<file path="src/rtl/mul8_err_sweep_if.sv">
// mul8_err_sweep_if
// Bundles the operand/product path to the multiplier under test together with
// the control handshake and the accumulated error metrics of the sweep engine.
//   start          : request a new sweep
//   busy, done     : engine status (busy in RUN/DRAIN, done held in DONE)
//   op_a, op_b     : operands driven to the multiplier under test
//   prod_in        : product returned combinationally by the multiplier
//   err_cnt        : number of pairs with a non-zero error distance
//   sum_ed         : sum of error distances
//   max_ed         : largest error distance, max_a/max_b its first operands
//   sum_sq         : sum of squared error distances (only with ERR_SQ_EN)
// Modports: master = sweep engine, slave = host/multiplier side.
// Optional feature macro: ERR_SQ_EN.
interface mul8_err_sweep_if;
    logic        start;
    logic        busy;
    logic        done;
    logic [7:0]  op_a;
    logic [7:0]  op_b;
    logic [15:0] prod_in;
    logic [16:0] err_cnt;
    logic [31:0] sum_ed;
    logic [15:0] max_ed;
    logic [7:0]  max_a;
    logic [7:0]  max_b;
`ifdef ERR_SQ_EN
    logic [47:0] sum_sq;

    modport master (
        input  start, prod_in,
        output busy, done, op_a, op_b, err_cnt, sum_ed, max_ed, max_a, max_b, sum_sq
    );
    modport slave (
        output start, prod_in,
        input  busy, done, op_a, op_b, err_cnt, sum_ed, max_ed, max_a, max_b, sum_sq
    );
`else
    modport master (
        input  start, prod_in,
        output busy, done, op_a, op_b, err_cnt, sum_ed, max_ed, max_a, max_b
    );
    modport slave (
        output start, prod_in,
        input  busy, done, op_a, op_b, err_cnt, sum_ed, max_ed, max_a, max_b
    );
`endif
endinterface

</file>
<file path="src/rtl/mul8_err_sweep.sv">
// mul8_err_sweep
// Exhaustive operand sweep and error accumulator for 8x8 approximate multipliers.
// Drives every {op_a, op_b} index from 0 to SWEEP_LAST (op_b fastest), measures
// |prod_in - op_a*op_b| one cycle later and accumulates the error metrics.
// Ports:
//   clk  : system clock
//   rst  : synchronous, active-high reset
//   bus  : mul8_err_sweep_if.master (start/busy/done, operands, product, metrics)
// Parameter: SWEEP_LAST - last sweep index, smaller values give partial sweeps.
// Optional feature macro: ERR_SQ_EN adds the squared-error accumulator sum_sq.
module mul8_err_sweep #(
    parameter logic [15:0] SWEEP_LAST = 16'hFFFF
) (
    input logic             clk,
    input logic             rst,
    mul8_err_sweep_if.master bus
);

    typedef enum logic [1:0] {StIdle, StRun, StDrain, StDone} state_e;

    state_e      state_q, state_d;
    logic        launch;

    logic [15:0] idx_q;
    logic        v_q;
    logic [15:0] ed_q;
    logic [7:0]  ed_a_q, ed_b_q;
    logic [16:0] err_cnt_q;
    logic [31:0] sum_ed_q;
    logic [15:0] max_ed_q;
    logic [7:0]  max_a_q, max_b_q;

    logic [15:0] exact;
    logic [16:0] diff;
    logic [15:0] ed;

    // Next-state logic; launch marks the edge that clears the datapath.
    always_comb begin
        state_d = state_q;
        launch  = 1'b0;
        case (state_q)
            StIdle, StDone: begin
                if (bus.start) begin
                    state_d = StRun;
                    launch  = 1'b1;
                end
            end
            StRun:   if (idx_q == SWEEP_LAST) state_d = StDrain;
            StDrain: state_d = StDone;
            default: state_d = StIdle;
        endcase
    end

    always_ff @(posedge clk) begin
        if (rst) state_q <= StIdle;
        else     state_q <= state_d;
    end

    // Stage 1: error distance of the pair currently on op_a/op_b.
    always_comb begin
        exact = {8'h00, bus.op_a} * {8'h00, bus.op_b};
        diff  = {1'b0, bus.prod_in} - {1'b0, exact};
        // |diff| <= 65535, so the low 16 bits of the negation are exact.
        ed    = diff[16] ? (~diff[15:0] + 16'd1) : diff[15:0];
    end

`ifdef ERR_SQ_EN
    logic [47:0] sum_sq_q;
    logic [31:0] sq;
    assign sq = {16'h0000, ed_q} * {16'h0000, ed_q};
`endif

    always_ff @(posedge clk) begin
        if (rst || launch) begin
            idx_q     <= '0;
            v_q       <= 1'b0;
            ed_q      <= '0;
            ed_a_q    <= '0;
            ed_b_q    <= '0;
            err_cnt_q <= '0;
            sum_ed_q  <= '0;
            max_ed_q  <= '0;
            max_a_q   <= '0;
            max_b_q   <= '0;
`ifdef ERR_SQ_EN
            sum_sq_q  <= '0;
`endif
        end else begin
            v_q    <= (state_q == StRun);
            ed_q   <= ed;
            ed_a_q <= bus.op_a;
            ed_b_q <= bus.op_b;
            // idx holds on the last pair so the operands stay put through DONE.
            if (state_q == StRun && idx_q != SWEEP_LAST) idx_q <= idx_q + 16'd1;
            // Stage 2: accumulate the registered error distance.
            if (v_q) begin
                err_cnt_q <= err_cnt_q + {16'h0000, (ed_q != 16'h0000)};
                sum_ed_q  <= sum_ed_q + {16'h0000, ed_q};
`ifdef ERR_SQ_EN
                sum_sq_q  <= sum_sq_q + {16'h0000, sq};
`endif
                // Strictly greater: the first pair reaching the maximum wins.
                if (ed_q > max_ed_q) begin
                    max_ed_q <= ed_q;
                    max_a_q  <= ed_a_q;
                    max_b_q  <= ed_b_q;
                end
            end
        end
    end

    assign bus.op_a    = idx_q[15:8];
    assign bus.op_b    = idx_q[7:0];
    assign bus.busy    = (state_q == StRun) || (state_q == StDrain);
    assign bus.done    = (state_q == StDone);
    assign bus.err_cnt = err_cnt_q;
    assign bus.sum_ed  = sum_ed_q;
    assign bus.max_ed  = max_ed_q;
    assign bus.max_a   = max_a_q;
    assign bus.max_b   = max_b_q;
`ifdef ERR_SQ_EN
    assign bus.sum_sq  = sum_sq_q;
`endif

endmodule
</file>
<file path="src/flat_wrapper.sv">
// flat-port wrapper written by rule: the top's interface ports become plain ports
module mul8_err_sweep_flat 
#(
    parameter logic [15:0] SWEEP_LAST = 16'hFFFF
)
  (clk, rst, bus_start, bus_prod_in, bus_busy, bus_done, bus_op_a, bus_op_b, bus_err_cnt, bus_sum_ed, bus_max_ed, bus_max_a, bus_max_b);
  mul8_err_sweep_if bus_i ();
  input logic clk;
  input logic rst;
  input wire logic [$bits(bus_i.start)-1:0] bus_start;
  input wire logic [$bits(bus_i.prod_in)-1:0] bus_prod_in;
  output wire logic [$bits(bus_i.busy)-1:0] bus_busy;
  output wire logic [$bits(bus_i.done)-1:0] bus_done;
  output wire logic [$bits(bus_i.op_a)-1:0] bus_op_a;
  output wire logic [$bits(bus_i.op_b)-1:0] bus_op_b;
  output wire logic [$bits(bus_i.err_cnt)-1:0] bus_err_cnt;
  output wire logic [$bits(bus_i.sum_ed)-1:0] bus_sum_ed;
  output wire logic [$bits(bus_i.max_ed)-1:0] bus_max_ed;
  output wire logic [$bits(bus_i.max_a)-1:0] bus_max_a;
  output wire logic [$bits(bus_i.max_b)-1:0] bus_max_b;
  assign bus_i.start = bus_start;
  assign bus_i.prod_in = bus_prod_in;
  assign bus_busy = bus_i.busy;
  assign bus_done = bus_i.done;
  assign bus_op_a = bus_i.op_a;
  assign bus_op_b = bus_i.op_b;
  assign bus_err_cnt = bus_i.err_cnt;
  assign bus_sum_ed = bus_i.sum_ed;
  assign bus_max_ed = bus_i.max_ed;
  assign bus_max_a = bus_i.max_a;
  assign bus_max_b = bus_i.max_b;
  mul8_err_sweep #(.SWEEP_LAST(SWEEP_LAST)) u_core (.clk(clk), .rst(rst), .bus(bus_i));
endmodule
</file>
<file path="config.mk">
export PLATFORM = sky130hd
export DESIGN_NAME = mul8_err_sweep_flat
export DESIGN_NICKNAME = d
export VERILOG_FILES = /design/src/rtl/mul8_err_sweep_if.sv /design/src/rtl/mul8_err_sweep.sv /design/src/flat_wrapper.sv
export SDC_FILE = /design/constraint.sdc
export NUM_CORES = 1
export LEC_CHECK = 0
export CORE_ASPECT_RATIO = 0.9
export CORE_MARGIN = 3
export CORE_UTILIZATION = 35
export CTS_CLUSTER_DIAMETER = 80
export CTS_CLUSTER_SIZE = 24
export DETAILED_ROUTE_END_ITERATION = 6
export MAX_ROUTING_LAYER = met4
export PLACE_DENSITY_LB_ADDON = 0.3
export SYNTH_ARGS = -nofsm -noshare
export SYNTH_HDL_FRONTEND = slang
export SYNTH_SLANG_ARGS = --single-unit
</file>
<file path="constraint.sdc">
create_clock -name clk -period 7.1 [get_ports clk]
set_clock_uncertainty 0.2 [all_clocks]
set_input_delay 1.775 -clock clk [delete_from_list [all_inputs] [get_ports clk]]
set_output_delay 1.775 -clock clk [all_outputs]
set_load 0.005 [all_outputs]
</file>
## Word-level counts from Yosys, hierarchy flattened

Index checks and enable logic that the tools add are counted.

- $add $sub $neg: 5
- $mul: 1
- Order comparisons: 1
- Equality and inequality tests: 7
- Multiplexer cells: 6
- Bitwise gates (word level): 1
- Reduce and logical (&&, ||, !) cells: 8

Operator list:

| kind | number |
|---|---|
| $add A16 B1 Y16 const B | 2 |
| $add A32 B16 Y32 | 1 |
| $add A17 B1 Y17 | 1 |
| $sub A16 B16 Y17 | 1 |
| $eq A16 B16 Y1 const B | 1 |
| $gt A16 B16 Y1 | 1 |
| $mul A8 B8 Y16 | 1 |
| $mux W16 | 1 |
| $ne A16 B16 Y1 const B | 1 |
| $not A16 Y16 | 1 |
| $reduce_bool A16 Y1 | 1 |
| $pmux W2 S3 | 1 |
| $eq A2 B2 Y1 const B | 2 |
| $mux W2 | 2 |
| $reduce_and A2 Y1 | 2 |
| $eq A2 B1 Y1 const B | 1 |
| $logic_not A2 Y1 | 1 |
| $logic_or A1 B1 Y1 | 2 |
| $mux W1 | 2 |
| $ne A2 B1 Y1 const B | 1 |
| $ne A2 B2 Y1 const B | 1 |
| $reduce_or A2 Y1 | 1 |
| $logic_and A1 B1 Y1 | 1 |

- Flip-flop bits (word level): 132
- Bits of input ports: 19
- Output and inout bits: 99
- Logic and storage cells: 40

## Longest topological paths before layout

- Depth after elaboration: 5
- Gate-level depth with buffers: 21
- Depth with buffers taken out: 19

## Worst setup path after synthesis

OpenSTA, ideal clock, no wires.

- Path type: input to register
- From: input bus_prod_in[7]
- To: register u_core.ed_q[11]
- Setup time: 128 ps
- Data arrival time: 5,909 ps
- Required time: 6,772 ps
- Slack: 863 ps
- Stages on the path: 19
- Buffers on the path: 1
- Cell sequence: inv_1 -> fa_1 -> inv_1 -> fa_1 -> fa_1 -> inv_1 -> fa_1 -> inv_1 -> ha_1 -> o21ai_2 -> a211oi_2 -> o21ai_2 -> a31oi_4 -> mux2i_1 -> a2111oi_4 -> buf_6 -> a21oi_1 -> xnor2_1 -> nor2_1

- Cells in the longest elaborated chain, start to end: 4

RTL lines:

| what | RTL line | text |
|---|---|---|
| from (decl) | flat_wrapper.sv:11 | `input wire logic [$bits(bus_i.prod_in)-1:0] bus_prod_in;` |
| $sub A16 B16 Y17 * | mul8_err_sweep.sv:62 | `diff = {1'b0, bus.prod_in} - {1'b0, exact};` |
| $not A16 Y16 | mul8_err_sweep.sv:64 | `ed = diff[16] ? (~diff[15:0] + 16'd1) : diff[15:0];` |
| $add A16 B1 Y16 | mul8_err_sweep.sv:64 |  |
| $mux W16 * | mul8_err_sweep.sv:64 |  |
| to (signal assigned) | mul8_err_sweep.sv:77 | `ed_q <= '0;` |
| to (signal assigned) | mul8_err_sweep.sv:90 | `ed_q <= ed;` |
| to (decl) | mul8_err_sweep.sv:26 | `logic [15:0] ed_q;` |

Mark *: on every way between the ends. The rest lies on a longest branch, timed or not.
A chain may end at the register's enable or synchronous reset.

## Worst setup path after layout

- From: input bus_prod_in[6]
- To: register u_core.ed_q[15]

Same word-level chain as after synthesis.

==> impl_metrics.json <==
{
  "ff2ff_setup_slack_ps": 1390,
  "p_leak_nw": 4.53,
  "synth_area_mm2": 0.00923,
  "slew_headroom_pct": 53.3,
  "first_pass_iters": 5,
  "cts_hold_buf": 0,
  "worstSkewPairLatency_ps": 420,
  "clkSlewWorstSetupHoldPaths_ps": 60,
  "grt_pass1_wl_mm": 36.1,
  "syn_inst": 1092,
  "core_mm2": 0.0255,
  "synth-seq-cells": 132,
  "cts_buffers": 17,
  "synth_top_area_cell": "dfxtp_1",
  "yosys-top-cells-count": "inv_1 (134), dfxtp_1 (132), nor2_1 (97)",
  "cts_num_sinks": 132,
  "synth_cell_types": 62,
  "max_freq_mhz": 153,
  "pwr-share-comb_pct": 24.8,
  "power_frac_clock_pct": 38.8,
  "hpwl_mm": 16.7,
  "startpoint_type": "primary input",
  "drv_cap": 0,
  "postSynth.asyncResetShare_pct": 0,
  "synth.most_common_cell": "inv_1",
  "area_delta_synth_final_pct": 22.4,
  "sw_frac_of_total_pct": 32.1,
  "ys_warn_count": 0,
  "critPathArrivalTime_ps": 6600,
  "dieArea_mm2": 0.0283,
  "synthTopCellsByArea": "dfxtp_1 (29%), fa_1 (11%), ha_1 (11%)",
  "wl_per_cell_um": 14.1,
  "drv_slew": 0,
  "gp_congestion": 0.905,
  "hold_viol_final": 0,
  "postCtsSetupBuffers": 0,
  "hold_class": "reg2reg",
  "final.setup.tns_ps": 0,
  "antenna_found_initial": 0,
  "critical_path_required_ps": 7180,
  "period_share_pct": 91.8,
  "clockBufferDepth": 2,
  "netlist.area_leader.share_pct": 28.6,
  "synth_flop_cell": "dfxtp_1",
  "diodes": 0,
  "seq_area_frac_synth_pct": 28.6,
  "root_buffer": "clkbuf_16",
  "power_density_mw_per_mm2": 205,
  "vdd_ir_drop_max_v": 0.000140,
  "cp_cell_sequence": "clkdlybuf4s50_1 -> inv_1 -> fa_1 -> inv_1 -> fa_1 -> fa_1 -> inv_1 -> fa_1 -> inv_1 -> ha_1 -> o21ai_0 -> o21ai_1 -> o31ai_1 -> a21oi_1 -> xor2_1 -> nor2_1 -> a41oi_1 -> xnor2_1 -> nor2_1",
  "overflow": 0,
  "h-tree-depth": 4,
  "critPathKind": "in2reg",
  "cts_tree": "built",
  "start_util_pct": 36.1,
  "routed_wl_mm": 21.8,
  "drive_gt1_share_pct": 5.10,
  "holdWs_ps": 246,
  "rows": 55,
  "routed_via_density": 4.90,
  "drc": 0,
  "worst_pin_slew_ps": 701,
  "crit_slowest_cell": "fa_1",
  "ant_nets": 0,
  "final_nets": 1335,
  "critical_path.max_stage_delay_ps": 530,
  "worstReg2RegEnd": "u_core.ed_q[8]$_SDFF_PP0_",
  "synth-edff-count": 0,
  "end_kind": "flip-flop",
  "r2r_start": "u_core.idx_q[7]$_SDFFE_PP0P_",
  "grt_pass1_vias": 7211,
  "avgSynthCellArea_um2": 8.45,
  "ff2ff_path_depth": 17,
  "ctsResizeCount": 0,
  "outcome": "finished, final reports clean",
  "intPower_mw": 1.57,
  "grt_max_degree": 75,
  "die-width_um": 177,
  "setup_violations": 0,
  "final.min_clock_period_ps": 6520,
  "pin_count": 118,
  "fp.dieH_um": 160,
  "crit_start": "bus_prod_in[6]",
  "track_usage_pct": 16.0,
  "switching_power_mw": 0.742,
  "portBuffers": 117,
  "worst-path-max-fanout": 5,
  "vias": 7540,
  "cp-endpoint": "u_core.ed_q[15]$_SDFF_PP0_",
  "drtIter0Drc": 450,
  "seq_power_share_pct": 36.4,
  "rsz0062_at_grt": "no",
  "syn-num-nets": 1243
}
## layer usage
metal,GRT usage (%),vias up,share of wire (%)
li1,-,3825,-
met1,21.6,3560,49
met2,25.1,143,46
met3,2.97,12,4.0
met4,3.18,0,0.66
met5,-,-,0
## critical path, delay by kind of cell
kind / cells / cell delay [ps]
compound gates: 5 / 1050
xor+xnor: 2 / 570
fa+ha+maj: 5 / 2370
buf+inv: 5 / 670
simple gates: 2 / 170
## how the worst min path moves through the flow
stage                                            from                          endpoint  slack, ps  cells past startpoint
after CTS                 u_core.ed_a_q[1]$_SDFF_PP0_  u_core.bus.max_a[1]$_SDFFE_PP0P_        250                      2
after global placement    u_core.ed_a_q[0]$_SDFF_PP0_  u_core.bus.max_a[0]$_SDFFE_PP0P_        230                      2
after global routing      u_core.ed_a_q[2]$_SDFF_PP0_  u_core.bus.max_a[2]$_SDFFE_PP0P_        280                      2
final                     u_core.ed_a_q[1]$_SDFF_PP0_  u_core.bus.max_a[1]$_SDFFE_PP0P_        250                      2
after floorplan           u_core.ed_a_q[0]$_SDFF_PP0_  u_core.bus.max_a[0]$_SDFFE_PP0P_        220                      2
after detailed placement  u_core.ed_a_q[2]$_SDFF_PP0_  u_core.bus.max_a[2]$_SDFFE_PP0P_        230                      2
## power by group through the flow
stage	registers, mW	clock network [mW]	logic [mW]
global placement	0.859	0	0.566
floorplan	0.829	0	0.421
detailed placement	0.858	0	0.576
global route	0.848	0.948	0.649
CTS	0.842	0.919	0.579
finish	0.842	0.898	0.573
## sequential cells by signal, summed over array words and instances (netlist names), 2 cells and up
| name | count |
|---|---|
| u_core.ed_a_q | 8 |
| u_core.state_q | 2 |
| u_core.idx_q | 16 |
| u_core.bus.max_ed | 16 |
| u_core.ed_b_q | 8 |
| u_core.bus.err_cnt | 17 |
| u_core.bus.max_b | 8 |
| u_core.ed_q | 16 |
| u_core.bus.max_a | 8 |
| u_core.bus.sum_ed | 32 |
## layout make-up
type / count / area, um2
Inverter: 134 / 503
Timing Repair Buffer: 125 / 1230
Clock buffer: 18 / 429
Multi-Input combinational cell: 774 / 5890
Sequential cell: 132 / 2640
Fill cell: 2549 / 14200
Clock inverter: 13 / 174
Tap cell: 342 / 428
## metrics by stage
| step | setup WS (ps) | util (%) | cells | power [mW] | cell area, um2 |
|---|---|---|---|---|---|
| 6_report | 583 | 44.2 | 1538 | 2.31 | 11300 |
| 5_1_grt | 240 | 44.2 | 1538 | 2.44 | 11300 |
| 4_1_cts | 612 | 44.2 | 1538 | 2.34 | 11300 |
| 3_5_place_dp | 168 | 41.9 | 1507 | 1.43 | 10700 |
| 3_3_place_gp | 241 | 41.9 | 1507 | 1.43 | 10700 |
| 2_1_floorplan | 863 | - | 1092 | 1.25 | 9230 |
## logic make-up after synthesis
kind of cell             share of synthesized area [%]
adder cells (fa/ha/maj)                           22.1
XOR/XNOR                                          6.84
multiplexers                                      1.63
AND/OR/NAND/NOR                                   20.2
AO/OA/AOI/OAI                                     12.7
flip-flops                                        28.6
buffers and inverters                             7.80
## cell usage in the layout, fill, tap and decap left out, drive strengths merged, types with 5 or more instances in the layout
cell type / n
nand4: 16
nand2: 79
inv: 138
a31oi: 6
a211oi: 15
clkbuf: 18
dfxtp: 132
a21oi: 44
nor2: 97
or2: 6
and3: 8
clkdlybuf4s50: 117
o21ai: 53
nor4: 5
buf: 8
or3: 12
fa: 52
xor2: 39
a21o: 13
nand3: 62
nor2b: 5
ha: 80
xnor2: 33
nor3: 10
and2: 54
nand2b: 7
o31ai: 19
mux2i: 15
(Power assumes the default switching activity.)
